--- src/rtl/vga_scan_controller.sv ---
// 640x480@60 Hz VGA raster generator: pixel divider, x/y scan counters, sprite/background
// colour merge and a one-pixel output stage that keeps colour, syncs and blanking aligned.
module vga_scan_controller #(
    parameter int          CLK_DIV  = 2,
    parameter int          H_ACTIVE = 640,
    parameter int          H_FRONT  = 16,
    parameter int          H_SYNC   = 96,
    parameter int          H_BACK   = 48,
    parameter int          V_ACTIVE = 480,
    parameter int          V_FRONT  = 10,
    parameter int          V_SYNC   = 2,
    parameter int          V_BACK   = 33,
    parameter logic [7:0]  BG_COLOR = 8'h00
) (
    input  logic        clk,
    input  logic        rst_n,
    input  logic [7:0]  sprite_r,
    input  logic [7:0]  sprite_g,
    input  logic [7:0]  sprite_b,
    input  logic        sprite_visible,
    output logic [9:0]  x_pos,
    output logic [9:0]  y_pos,
    output logic        pixel_tick,
    output logic        frame_tick,
    output logic [7:0]  vga_r,
    output logic [7:0]  vga_g,
    output logic [7:0]  vga_b,
    output logic        vga_hs,
    output logic        vga_vs,
    output logic        vga_blank_n,
    output logic        vga_sync_n,
    output logic        vga_clk
);

    localparam int H_TOTAL = H_ACTIVE + H_FRONT + H_SYNC + H_BACK;
    localparam int V_TOTAL = V_ACTIVE + V_FRONT + V_SYNC + V_BACK;
    localparam int DIV_W   = (CLK_DIV > 2) ? $clog2(CLK_DIV) : 1;

    localparam logic [DIV_W-1:0] DIV_LAST = DIV_W'(CLK_DIV - 1);
    localparam logic [DIV_W-1:0] DIV_HALF = DIV_W'(CLK_DIV / 2);

    localparam logic [9:0] H_LAST     = 10'(H_TOTAL - 1);
    localparam logic [9:0] V_LAST     = 10'(V_TOTAL - 1);
    localparam logic [9:0] H_ACT      = 10'(H_ACTIVE);
    localparam logic [9:0] V_ACT      = 10'(V_ACTIVE);
    localparam logic [9:0] H_ACT_LAST = 10'(H_ACTIVE - 1);
    localparam logic [9:0] V_ACT_LAST = 10'(V_ACTIVE - 1);
    localparam logic [9:0] HS_START   = 10'(H_ACTIVE + H_FRONT);
    localparam logic [9:0] HS_END     = 10'(H_ACTIVE + H_FRONT + H_SYNC);
    localparam logic [9:0] VS_START   = 10'(V_ACTIVE + V_FRONT);
    localparam logic [9:0] VS_END     = 10'(V_ACTIVE + V_FRONT + V_SYNC);

    logic [DIV_W-1:0] div_q, div_d;
    logic             vga_clk_q, vga_clk_d;
    logic [9:0]       x_q, x_d;
    logic [9:0]       y_q, y_d;
    logic [7:0]       r_q, r_d, g_q, g_d, b_q, b_d;
    logic             hs_q, hs_d, vs_q, vs_d;
    logic             blank_n_q, blank_n_d;
    logic             frame_tick_q, frame_tick_d;

    logic             active;
    logic             hs_raw;
    logic             vs_raw;
    logic [7:0]       colour_r, colour_g, colour_b;

    always_comb begin
        pixel_tick = (div_q == DIV_LAST);
        div_d      = pixel_tick ? '0 : div_q + 1'b1;
        vga_clk_d  = (div_d >= DIV_HALF);

        x_d = x_q;
        y_d = y_q;
        if (pixel_tick) begin
            if (x_q == H_LAST) begin
                x_d = '0;
                y_d = (y_q == V_LAST) ? '0 : y_q + 10'd1;
            end else begin
                x_d = x_q + 10'd1;
            end
        end
    end

    // Raster decode uses the coordinate currently published to the sprite layer.
    always_comb begin
        active = (x_q < H_ACT) && (y_q < V_ACT);
        hs_raw = !((x_q >= HS_START) && (x_q < HS_END));
        vs_raw = !((y_q >= VS_START) && (y_q < VS_END));

        colour_r = 8'h00;
        colour_g = 8'h00;
        colour_b = 8'h00;
        if (active) begin
            if (sprite_visible) begin
                colour_r = sprite_r;
                colour_g = sprite_g;
                colour_b = sprite_b;
            end else begin
                colour_r = BG_COLOR;
                colour_g = BG_COLOR;
                colour_b = BG_COLOR;
            end
        end
    end

    always_comb begin
        r_d       = r_q;
        g_d       = g_q;
        b_d       = b_q;
        hs_d      = hs_q;
        vs_d      = vs_q;
        blank_n_d = blank_n_q;
        if (pixel_tick) begin
            r_d       = colour_r;
            g_d       = colour_g;
            b_d       = colour_b;
            hs_d      = hs_raw;
            vs_d      = vs_raw;
            blank_n_d = active;
        end
        frame_tick_d = pixel_tick && (x_q == H_ACT_LAST) && (y_q == V_ACT_LAST);
    end

    always_ff @(posedge clk or negedge rst_n) begin
        if (!rst_n) begin
            div_q        <= '0;
            vga_clk_q    <= 1'b0;
            x_q          <= '0;
            y_q          <= '0;
            r_q          <= '0;
            g_q          <= '0;
            b_q          <= '0;
            hs_q         <= 1'b1;
            vs_q         <= 1'b1;
            blank_n_q    <= 1'b0;
            frame_tick_q <= 1'b0;
        end else begin
            div_q        <= div_d;
            vga_clk_q    <= vga_clk_d;
            x_q          <= x_d;
            y_q          <= y_d;
            r_q          <= r_d;
            g_q          <= g_d;
            b_q          <= b_d;
            hs_q         <= hs_d;
            vs_q         <= vs_d;
            blank_n_q    <= blank_n_d;
            frame_tick_q <= frame_tick_d;
        end
    end

    assign x_pos       = x_q;
    assign y_pos       = y_q;
    assign frame_tick  = frame_tick_q;
    assign vga_r       = r_q;
    assign vga_g       = g_q;
    assign vga_b       = b_q;
    assign vga_hs      = hs_q;
    assign vga_vs      = vs_q;
    assign vga_blank_n = blank_n_q;
    assign vga_sync_n  = 1'b0;
    assign vga_clk     = vga_clk_q;

endmodule

--- config.mk ---
export PLATFORM = sky130hd
export DESIGN_NAME = vga_scan_controller
export DESIGN_NICKNAME = d
export VERILOG_FILES = /design/src/rtl/vga_scan_controller.sv
export SDC_FILE = /design/constraint.sdc
export NUM_CORES = 1
export LEC_CHECK = 0
export CORE_ASPECT_RATIO = 1.1
export CORE_UTILIZATION = 48
export DETAILED_ROUTE_END_ITERATION = 8
export GPL_ROUTABILITY_DRIVEN = 0
export PLACE_DENSITY = 0.84
export SLEW_MARGIN = 20
export SYNTH_ARGS = -nofsm -noshare
export SYNTH_HDL_FRONTEND = slang
export SYNTH_SLANG_ARGS = --single-unit
--- constraint.sdc ---
create_clock -name clk -period 4.7 [get_ports clk]
set_clock_uncertainty 0.05 [all_clocks]
set_input_delay 1.175 -clock clk [delete_from_list [all_inputs] [get_ports clk]]
set_output_delay 1.175 -clock clk [all_outputs]
set_load 0.01 [all_outputs]
==> implementation parameters <==
Parameter                              Value

Drt
  Ratio of routed vias to standard cells ... 5.47
  Sum of routed wire length over all layers ... 5100 µm
  Post-detailed-route DRC marker count ... 0
  Vias ... 1722
  Antenna viol nets, final ... 0
  Post-detailed-route wirelength per cell ... 16.2 µm
  DRC violation total after the first TritonRoute iteration ... 121
  Number of search-and-repair iterations in the first detailed-routing pass ... 4

Synth
  Most common cell in the synthesized netlist ... dfrtp_1
  Area fraction of the dominant cell type after synthesis ... 52.8%
  Mapped Avg Cell Area ... 11.8 µm²
  Largest cells by area after synthesis ... dfrtp_1, a22o_1, xor2_1, dfstp_2, ha_1
  Total of warnings raised by yosys ... 0
  Post-Synthesis Cell Area ... 2230 µm²
  Top FF cell, synth ... dfrtp_1
  Post-synth cell types ... 44
  Commonest cells post-synth ... dfrtp_1, a22o_1, nor2_1
  Register bit count reported by yosys ... 49
  Post-synth EDFFs ... 0
  Cell count after synthesis ... 189
  Sequential share of the synthesized area ... 55.2%
  Post-synth top area cell ... dfrtp_1
  Share of synthesized registers carrying an async set or reset ... 100%
  Synthesized netlist net count ... 220

Critical path
  WP buf/inv ... 1
  Cell with the largest stage delay on the worst path ... clkdlybuf4s50_1
  CP endpoint kind ... output pin
  Critical path fanouts, max ... 15
  Sort of element at the start of the critical path ... register
  Critical path depth in cells ... 1
  Startpoint-to-endpoint class of the critical path ... reg -> out
  Family of cells with the greatest summed delay on the critical path ... buffers and inverters
  Worst endpoint data arrival time ... 1.56 ns
  Worst-case reg-to-reg path depth ... 4
  CP Cell Sequence ... clkdlybuf4s50_1
  Crit-path max cell delay ... 0.64 ns
  CP required ... 3.47 ns

Floorplan
  Die outline area ... 4910 µm²
  Total I/O pin count ... 78
  Die Y-Extent ... 73.4 µm
  Standard-cell row count ... 25
  Starting utilization of the core area ... 50.8%
  Die Span X ... 66.9 µm
  Core region area ... 4380 µm²

GRT
  Vias in the first global route ... 1589
  Largest net degree at the start of global routing ... 50
  GR Overflow Total ... 0
  Global-route wire length before repair ... 7820 µm
  Global router's overall resource usage ... 21.5%
  Antenna violations before repair ... 0

CTS
  Max clock buf depth ... 2
  Total CTS buffers ... 5
  Total clock sinks ... 49
  Post-CTS repair timing setup buffer count ... 0
  Skew-Pair Late Insertion Delay ... 0.30 ns
  Clock edge transition at the registers on the reported setup and hold paths ... 0.09 ns
  Clock tree from TritonCTS ... yes
  Post-cts resize count ... 0
  Maximum level of the CTS H-tree ... 2
  Number of buffers inserted by hold repair at cts ... 0
  CTS Root Buffer Type ... clkbuf_8

Timing
  Max Transition Viols Final ... 0
  Minimum clock period ... 2.78 ns
  Setup TNS ... 0 ns
  Slew margin rel. ... 42.1%
  Unrepaired setup endpoints after global routing ... no
  Achievable clock frequency ... 0.360 GHz
  Transition time of the tightest slew-check pin ... 0.868 ns
  Fin crit share ... 59.2%
  Final setup violating endpoints ... 0
  Final hold violations ... 0
  Worst path setup slack after routing ... 1.92 ns

Job
  Max Cap Viol ... 0

Final layout
  FILL cells ... 352
  Number of nets in the finished design ... 291
  Number of non-filler instances in the completed layout ... 315
  Number of inserted diodes ... 0
  Final Cell Area ... 3050 µm²
  Synthesis-to-finish area growth ... 37.2%
  Multi-input gate area ... 882 µm²
  Sequential cell area in the final layout ... 1230 µm²
  Utilization after layout ... 69.7%
  Share of layout cells above drive strength 1 ... 7.66%

Power
  Combinational group share of total power ... 9.2%
  Sequential share of power ... 58.2%
  Int Power ... 0.000581 W
  Leakage power figure ... 1.32 nW
  Net Sw Frac ... 22.7%
  Power density over cell area ... 246 nW/µm²
  Maximum resistive drop on vdd ... 0.187 mV
  Net switching component of the power ... 0.000171 W
  Clock network power share ... 32.5%

Placed design
  Area post-placement ... 2960 µm²
  Number of port buffers ... 76
  Pre-CTS setup slack ... 1.95 ns
  Post-detailed-placement half-perimeter wirelength ... 3580 µm
  Inst Count DP ... 307

Min path
  Worst Hold Class ... reg -> reg
  Cell depth of the worst min-delay path ... 2

Outcome
  Result of the run ... complete, no violations
[layout by cell type, fill, tap and decap left out, types with 3 or more instances in the layout]
| cell type | count |
|---|---|
| inv_1 | 8 |
| o21ai_1 | 4 |
| nand2_1 | 9 |
| a22o_1 | 24 |
| clkdlybuf4s50_1 | 75 |
| a21oi_1 | 3 |
| nand4_1 | 6 |
| xnor2_1 | 4 |
| o21ai_0 | 3 |
| and3_1 | 6 |
| dfrtp_1 | 47 |
| xor2_1 | 8 |
| nor2_1 | 12 |
| clkbuf_8 | 5 |
| ha_1 | 4 |
| nand3_1 | 7 |
| nor3_1 | 3 |
[layer usage]
layer / global-route usage, % / vias up / share of wire, %
li1: - / 824 / -
met1: 28.7 / 841 / 44
met2: 33.3 / 51 / 50
met3: 3.88 / 6 / 4.0
met4: 11.1 / 0 / 1.6
met5: 0 / - / 0
[cells by family (layout without fill, tap and decap cells)]
family | Yosys count | in the layout | share of synthesized area (%)
muxes | 3 | 3 | 1.46
other | 1 | 1 | 0.168
adders and majority gates | 4 | 4 | 2.25
and+or+nand+nor | 60 | 60 | 16.8
AOI/OAI and AO/OA | 40 | 40 | 14.2
DFF | 49 | 49 | 55.2
buffers and inverters | 20 | 92 | 5.17
xor gates and xnor gates | 12 | 12 | 4.72
[registers in the layout, summed over array words and instances (netlist names)]
signal       count
x_pos           10
y_pos           10
vga_r            8
frame_tick       1
vga_blank_n      1
pixel_tick       1
vga_b            8
vga_hs           1
vga_vs           1
vga_g            8
[power groups by stage]
stage	Sequential [W]	Combinational (W)	Clock, W
CTS	0.000438	0.0000704	0.000247
floorplan	0.000451	0.0000142	0
global route	0.000439	0.0000749	0.000267
finish	0.000438	0.0000695	0.000244
detailed placement	0.000446	0.0000702	0
global placement	0.000446	0.0000689	0
[cell type report]
type                            count  share of cell area (%)
Clock buffer                        6                    2.38
Clock inverter                      2                   0.451
Inverter                            8                   0.984
Multi-Input combinational cell    120                    28.9
Sequential cell                    49                    40.2
Tap cell                           54                    2.21
Timing Repair Buffer               76                    24.8
[worst paths after layout]
path                             from  endpoint  slack (ns)
max reg2reg                  y_pos[5]  vga_b[6]        2.67
min in group asynchronous       rst_n  y_pos[8]        0.83
min reg2reg                    vga_vs    vga_vs        0.45
max in group asynchronous       rst_n  x_pos[7]        3.37
max                        pixel_tick   vga_clk        1.92
min                            vga_vs    vga_vs        0.45
[stage by stage]
step | hold slack [ns] | power [W]
after floorplan | 0.441 | 0.000465
after global placement | 0.434 | 0.000515
after detailed placement | 0.433 | 0.000516
after CTS | 0.452 | 0.000755
after global routing | 0.478 | 0.000781
final | 0.450 | 0.000752
No activity file was read; power rests on OpenSTA's default activity.
